File: src/rtl/instr_pkg.sv
// Shared opcode-class ranges, selectSize encodings and FSM state encoding
// for the instruction decode register.
`default_nettype none

package instr_pkg;

  typedef enum logic [1:0] {
    ST_EMPTY = 2'b00,
    ST_ONE   = 2'b01,
    ST_TWO   = 2'b10
  } state_e;

  localparam logic [1:0] SEL_I16 = 2'b00;
  localparam logic [1:0] SEL_I22 = 2'b01;
  localparam logic [1:0] SEL_I12 = 2'b10;
  localparam logic [1:0] SEL_I18 = 2'b11;

  // Lower bound of each opcode class; classes are contiguous and ascending.
  localparam logic [5:0] OPC_I22_LO = 6'h10;
  localparam logic [5:0] OPC_I12_LO = 6'h18;
  localparam logic [5:0] OPC_I18_LO = 6'h20;
  localparam logic [5:0] OPC_ILL_LO = 6'h28;

  function automatic logic [1:0] sel_size_of(input logic [5:0] op);
    if (op < OPC_I22_LO)      return SEL_I16;
    else if (op < OPC_I12_LO) return SEL_I22;
    else if (op < OPC_I18_LO) return SEL_I12;
    else if (op < OPC_ILL_LO) return SEL_I18;
    else                      return SEL_I16;
  endfunction

endpackage

`default_nettype wire

File: src/rtl/instr_field_decode.sv
// Combinational field extraction and selectSize lookup for one instruction word.
`default_nettype none

module instr_field_decode
  import instr_pkg::*;
(
  input  logic [31:0] instr,
  output logic [5:0]  opcode,
  output logic [1:0]  sel_size,
  output logic [15:0] imm17,
  output logic [21:0] imm22,
  output logic [11:0] imm9,
  output logic [17:0] imm18
);

  logic unused_bits;

  assign opcode   = instr[31:26];
  assign sel_size = sel_size_of(instr[31:26]);
  assign imm17    = instr[15:0];
  assign imm22    = instr[21:0];
  assign imm9     = instr[11:0];
  assign imm18    = instr[17:0];

  // Bits 25:22 carry no field in any instruction class.
  assign unused_bits = ^instr[25:22];

endmodule

`default_nettype wire

File: src/rtl/instr_decode_reg.sv
// Two-entry skid buffer between fetch and decode; head entry is decoded combinationally.
// Optional macro ILLEGAL_OP_DETECT_EN enables the illegal-opcode flag.
`default_nettype none

module instr_decode_reg
  import instr_pkg::*;
#(
  parameter int          PC_W     = 32,
  parameter logic [31:0] NOP_WORD = 32'h0000_0000
) (
  input  logic            clock,
  input  logic            reset,
  input  logic            in_valid,
  output logic            in_ready,
  input  logic [31:0]     in_instr,
  input  logic [PC_W-1:0] in_pc,
  input  logic            flush,
  output logic            out_valid,
  input  logic            out_ready,
  output logic [PC_W-1:0] out_pc,
  output logic [5:0]      opcode,
  output logic [1:0]      selectSize,
  output logic [15:0]     imm17,
  output logic [21:0]     imm22,
  output logic [11:0]     imm9,
  output logic [17:0]     imm18,
  output logic            illegal
);

  state_e          state_q;
  logic [31:0]     head_instr_q;
  logic [PC_W-1:0] head_pc_q;
  logic [31:0]     tail_instr_q;
  logic [PC_W-1:0] tail_pc_q;
  logic            push;
  logic            pop;

  assign in_ready  = (state_q != ST_TWO);
  assign out_valid = (state_q != ST_EMPTY);
  assign push      = in_valid && in_ready;
  assign pop       = out_valid && out_ready;
  assign out_pc    = head_pc_q;

  // Vacated entries are always reloaded with NOP_WORD/0 so an empty head decodes as a NOP.
  always_ff @(posedge clock or negedge reset) begin
    if (!reset) begin
      state_q      <= ST_EMPTY;
      head_instr_q <= NOP_WORD;
      head_pc_q    <= '0;
      tail_instr_q <= NOP_WORD;
      tail_pc_q    <= '0;
    end else if (flush) begin
      state_q      <= ST_EMPTY;
      head_instr_q <= NOP_WORD;
      head_pc_q    <= '0;
      tail_instr_q <= NOP_WORD;
      tail_pc_q    <= '0;
    end else begin
      unique case (state_q)
        ST_EMPTY: begin
          if (push) begin
            head_instr_q <= in_instr;
            head_pc_q    <= in_pc;
            state_q      <= ST_ONE;
          end
        end
        ST_ONE: begin
          if (push && pop) begin
            head_instr_q <= in_instr;
            head_pc_q    <= in_pc;
          end else if (push) begin
            tail_instr_q <= in_instr;
            tail_pc_q    <= in_pc;
            state_q      <= ST_TWO;
          end else if (pop) begin
            head_instr_q <= NOP_WORD;
            head_pc_q    <= '0;
            state_q      <= ST_EMPTY;
          end
        end
        ST_TWO: begin
          if (pop) begin
            head_instr_q <= tail_instr_q;
            head_pc_q    <= tail_pc_q;
            tail_instr_q <= NOP_WORD;
            tail_pc_q    <= '0;
            state_q      <= ST_ONE;
          end
        end
        default: state_q <= ST_EMPTY;
      endcase
    end
  end

  instr_field_decode u_field_decode (
    .instr    (head_instr_q),
    .opcode   (opcode),
    .sel_size (selectSize),
    .imm17    (imm17),
    .imm22    (imm22),
    .imm9     (imm9),
    .imm18    (imm18)
  );

`ifdef ILLEGAL_OP_DETECT_EN
  assign illegal = out_valid && (opcode >= OPC_ILL_LO);
`else
  assign illegal = 1'b0;
`endif

endmodule

`default_nettype wire

File: config.mk
export PLATFORM = sky130hd
export DESIGN_NAME = instr_decode_reg
export DESIGN_NICKNAME = d
export VERILOG_FILES = /design/src/rtl/instr_pkg.sv /design/src/rtl/instr_field_decode.sv /design/src/rtl/instr_decode_reg.sv
export SDC_FILE = /design/constraint.sdc
export NUM_CORES = 1
export LEC_CHECK = 0
export ABC_AREA = 1
export BUFFER_PORTS_ARGS = -buffer_cell sky130_fd_sc_hd__buf_2
export CAP_MARGIN = 20
export CORE_MARGIN = 1
export CORE_UTILIZATION = 53
export DETAILED_ROUTE_END_ITERATION = 8
export MAX_ROUTING_LAYER = met4
export PLACE_DENSITY = 0.81
export SYNTH_ARGS = -nofsm -noshare
export SYNTH_HDL_FRONTEND = slang
export SYNTH_SLANG_ARGS = --single-unit
File: constraint.sdc
create_clock -name clock -period 1.8 [get_ports clock]
set_input_delay 0.18 -clock clock [delete_from_list [all_inputs] [get_ports clock]]
set_output_delay 0.18 -clock clock [all_outputs]
set_load 0.005 [all_outputs]
==> report_table.html <==
<table>
<tr><th>Metric</th><th>Value</th></tr>
<tr><th colspan="2">Drt</th></tr>
<tr><td>Number of DRC markers in iteration 0</td><td>596</td></tr>
<tr><td>Routed vias</td><td>6499</td></tr>
<tr><td>Via/cell ratio</td><td>5.17</td></tr>
<tr><td>DRC Markers</td><td>0</td></tr>
<tr><td>Pre-Repair DR Iteration Count</td><td>5</td></tr>
<tr><td>Routed wire length</td><td>18200 µm</td></tr>
<tr><td>Antenna viol nets, final</td><td>0</td></tr>
<tr><td>Drt wl/cell</td><td>14.4 µm</td></tr>
<tr><th colspan="2">Global routing</th></tr>
<tr><td>Met2 Track Usage GR</td><td>46.4%</td></tr>
<tr><td>Number of antenna violations at the first check in global routing</td><td>0</td></tr>
<tr><td>Grt met1 use</td><td>34.7%</td></tr>
<tr><td>Wire length of the first global-routing pass</td><td>around 28000 µm</td></tr>
<tr><td>Global-route usage over all layers</td><td>a little under 30%</td></tr>
<tr><td>GRT Max-Usage Layer</td><td>met2</td></tr>
<tr><td>Largest net degree at the start of global routing</td><td>61</td></tr>
<tr><td>GR Util met3</td><td>6.91%</td></tr>
<tr><td>Vias in the first global route</td><td>5933</td></tr>
<tr><td>Total grt overflow</td><td>0</td></tr>
<tr><th colspan="2">Power</th></tr>
<tr><td>Proportion of power drawn by combinational gates</td><td>between 30% and 40%</td></tr>
<tr><td>Net switching share of the total power</td><td>roughly a third</td></tr>
<tr><td>Sw power</td><td>4.30 mW</td></tr>
<tr><td>Max VDD drop</td><td>0.000693 V</td></tr>
<tr><td>Static leakage</td><td>5.12 nW</td></tr>
<tr><td>Part of the power in registers</td><td>about a third</td></tr>
<tr><td>Total power density per cell area</td><td>1460 nW/µm²</td></tr>
<tr><td>Power, Total</td><td>12.3 mW</td></tr>
<tr><td>Clock Power Share</td><td>29.4%</td></tr>
<tr><td>Internal Pwr Total</td><td>7.99 mW</td></tr>
<tr><th colspan="2">CTS</th></tr>
<tr><td>Clock insertion delay at the later pin of the skew report</td><td>0.44 ns</td></tr>
<tr><td>CTS sink count</td><td>between 100 and 150</td></tr>
<tr><td>Bufs on Longest Clock Path</td><td>2</td></tr>
<tr><td>Number of levels in the clock H-tree</td><td>4</td></tr>
<tr><td>Clock buffer count from CTS</td><td>17</td></tr>
<tr><td>CTS tree</td><td>yes</td></tr>
<tr><td>Clock root buffer</td><td>clkbuf_16</td></tr>
<tr><td>Clock-pin slew on the worst setup and hold paths</td><td>about 0.06 ns</td></tr>
<tr><th colspan="2">Yosys</th></tr>
<tr><td>Synthesis Warnings</td><td>0</td></tr>
<tr><td>Per-instance average area after synthesis</td><td>6.98 µm²</td></tr>
<tr><td>Top post-synthesis cells by count</td><td>nand2_1 (558), dfrtp_1 (122), nand3_1 (68), nor2_1 (64), buf_4 (59)</td></tr>
<tr><td>Number of storage elements in the synthesis netlist</td><td>122</td></tr>
<tr><td>Cell types occupying the most area after synthesis</td><td>dfrtp_1 (46%), nand2_1 (32%), buf_4 (6.7%)</td></tr>
<tr><td>Syn_nets</td><td>slightly above 1000</td></tr>
<tr><td>Top cell type's share of synthesized area</td><td>46.5%</td></tr>
<tr><td>Instance count of the mapped netlist</td><td>~940</td></tr>
<tr><td>Library cells used by synthesis</td><td>24</td></tr>
<tr><td>Number of enable flip-flop cells after synthesis</td><td>0</td></tr>
<tr><td>Seq/Total Area, Yosys</td><td>46.5%</td></tr>
<tr><td>Most used standard cell by instance count after synthesis</td><td>nand2_1</td></tr>
<tr><td>Top flip-flop cell by instance count after synthesis</td><td>dfrtp_1</td></tr>
<tr><td>Cell area after synthesis</td><td>about 6600 µm²</td></tr>
<tr><td>Area leader, netlist</td><td>dfrtp_1</td></tr>
<tr><td>Synth async-reset ratio</td><td>100%</td></tr>
<tr><th colspan="2">STA</th></tr>
<tr><td>Upper clock frequency limit</td><td>556 MHz</td></tr>
<tr><td>Final-report setup violation count</td><td>0</td></tr>
<tr><td>Unrepaired setup endpoints after global routing</td><td>yes</td></tr>
<tr><td>Clock period minus worst slack</td><td>1.80 ns</td></tr>
<tr><td>Worst-Margin Slew</td><td>0.531 ns</td></tr>
<tr><td>Minimum setup slack in the final design</td><td>0.000491 ns</td></tr>
<tr><td>Final Hold Fails</td><td>0</td></tr>
<tr><td>Final critical-path share of the clock period</td><td>100%</td></tr>
<tr><td>Slew HR</td><td>64.6%</td></tr>
<tr><td>Worst clock skew</td><td>0.0112 ns</td></tr>
<tr><td>Number of slew-limit violations in the final report</td><td>0</td></tr>
<tr><th colspan="2">Worst setup path</th></tr>
<tr><td>Worst Setup Path Type</td><td>reg -&gt; reg</td></tr>
<tr><td>Crit path max fanout</td><td>9</td></tr>
<tr><td>Category of the worst setup path capture point</td><td>flip-flop</td></tr>
<tr><td>Arrival time of the worst setup path</td><td>2.17 ns</td></tr>
<tr><td>Required time of the worst setup path</td><td>2.17 ns</td></tr>
<tr><td>Number of cell instances on the worst register-to-register path</td><td>12</td></tr>
<tr><td>Kind of launch point of the worst setup path</td><td>flip-flop</td></tr>
<tr><td>Internal reg-to-reg setup slack</td><td>0.0005 ns</td></tr>
<tr><th colspan="2">Status</th></tr>
<tr><td>Run status</td><td>completed</td></tr>
<tr><th colspan="2">Die</th></tr>
<tr><td>Total number of placement rows</td><td>40</td></tr>
<tr><td>Starting utilization of the core area</td><td>54.5%</td></tr>
<tr><td>Die Height</td><td>113 µm</td></tr>
<tr><td>Area of the die</td><td>12800 µm²</td></tr>
<tr><td>Horizontal die dimension</td><td>between 100 and 150 µm</td></tr>
<tr><td>Core region area</td><td>about 12000 µm²</td></tr>
<tr><td>I/O Pins</td><td>180</td></tr>
<tr><th colspan="2">Layout</th></tr>
<tr><td>Number of nets in the layout</td><td>~1200</td></tr>
<tr><td>Area grow syn2layout</td><td>28.1%</td></tr>
<tr><td>Final core occ</td><td>69.8%</td></tr>
<tr><td>Share of cells above drive strength 1</td><td>25.4%</td></tr>
<tr><td>Number of antenna diodes</td><td>0</td></tr>
<tr><th colspan="2">Min path</th></tr>
<tr><td>Cell depth of the worst hold path</td><td>5</td></tr>
<tr><td>Hold WC Path Type</td><td>in -&gt; reg</td></tr>
<tr><th colspan="2">Place</th></tr>
<tr><td>Number of buffers added on ports</td><td>174</td></tr>
<tr><td>Routability cong.</td><td>0.828</td></tr>
<tr><td>Worst setup timing slack at the placement stage</td><td>-0.168 ns</td></tr>
<tr><td>Estimated wirelength of the detail-placed design</td><td>10600 µm</td></tr>
<tr><th colspan="2">Run</th></tr>
<tr><td>Max Cap Violations</td><td>0</td></tr>
</table>
==> power groups by stage <==
stage               clock network (mW)  logic, mW  registers (mW)
floorplan                            0       2.67            4.05
global placement                     0       3.82            4.05
detailed placement                   0       3.92            4.05
CTS                               3.65       4.15            4.04
global route                      3.77       5.09            4.15
finish                            3.62       4.62            4.05
==> worst paths after layout <==
path / startpoint / to
worst min register to register: tail_instr_q[3]$_DFFE_PN0P_ / tail_instr_q[3]$_DFFE_PN0P_
max in group asynchronous: reset / out_pc[20]$_DFFE_PN0P_
min in group asynchronous: reset / head_instr_q[29]$_DFFE_PN0P_
worst max-delay path: state_q[0]$_DFFE_PN0P_ / tail_pc_q[6]$_DFFE_PN0P_
worst max register to register: state_q[0]$_DFFE_PN0P_ / tail_pc_q[6]$_DFFE_PN0P_
worst min-delay path: in_pc[28] / out_pc[28]$_DFFE_PN0P_
==> timing repair <==
| action | 4_1_cts | 5_1_grt |
|---|---|---|
| pin swaps | 3 | 13 |
| setup buffers | 4 | 3 |
| resized for setup | 7 | 32 |
| setup endpoints to repair | 69 | 120 |
| hold endpoints to repair | 35 | 0 |
| cloned | 2 | 5 |
| hold buffers | 1 | 0 |
==> flip-flops by register name (all words and copies together) (netlist names) <==
name and count:
head_instr_q 28, out_pc 32, state_q 2, tail_instr_q 28, tail_pc_q 32
==> worst max-delay path, cell delays in order (launching register included) <==
cell and delay (ns):
dfrtp_1 0.40, inv_2 0.13, ha_4 0.16, inv_2 0.04
nand2_2 0.09, buf_4 0.12, inv_2 0.04, nand3_2 0.08
nand2_2 0.08, nor2_4 0.18, bufbuf_16 0.31, nand2_1 0.06
nand2_1 0.06
==> cell type report <==
class	count	area, µm²
well taps	168	210
repair buffers	219	1550
clock buffers	24	482
multi-input cells	704	2920
inverters	13	65.1
flip-flops and latches	122	3050
clock inverters	8	140
fillers	983	3650
==> placed cells by master (no fill, tap or decap), types with 5 or more instances in the layout <==
| cell | Yosys | layout |
|---|---|---|
| inv_2 | 4 | 7 |
| dfrtp_1 | 122 | 122 |
| buf_6 | 6 | 5 |
| nand3_1 | 68 | 59 |
| buf_12 | 0 | 14 |
| nand2_1 | 558 | 552 |
| buf_2 | 13 | 173 |
| buf_4 | 59 | 19 |
| nand3_2 | 0 | 9 |
| nor2_1 | 64 | 63 |
| clkbuf_16 | 0 | 22 |
| inv_1 | 7 | 5 |
==> through the flow <==
step / hold slack (ns) / TNS, ns / cell area [µm²] / std cells
floorplan: -0.116 / 0 / 6570 / 941
global placement: 0.196 / -3.91 / 7400 / 1212
detailed placement: 0.198 / -7.81 / 7400 / 1212
CTS: 0.0584 / 0 / 8150 / 1251
global route: 0.0893 / -4.02 / 8420 / 1258
finish: 0.0666 / 0 / 8420 / 1258
==> logic make-up after synthesis <==
logic type | count (synthesis) | synth area share [%]
adders and majority gates | 4 | 0.762
and+or+nand+nor | 696 | 41.5
buffers and inverters | 115 | 10.9
AOI/OAI and AO/OA | 3 | 0.267
other | 1 | 0.0571
DFF | 122 | 46.5
==> layer usage <==
metal  part of all wire [%]  vias to the layer above
met4                    2.9                        0
met5                      0                        -
li1                       -                     3090
met2                     48                      340
met1                     41                     3017
met3                    8.3                       52
(Power assumes the default switching activity.)
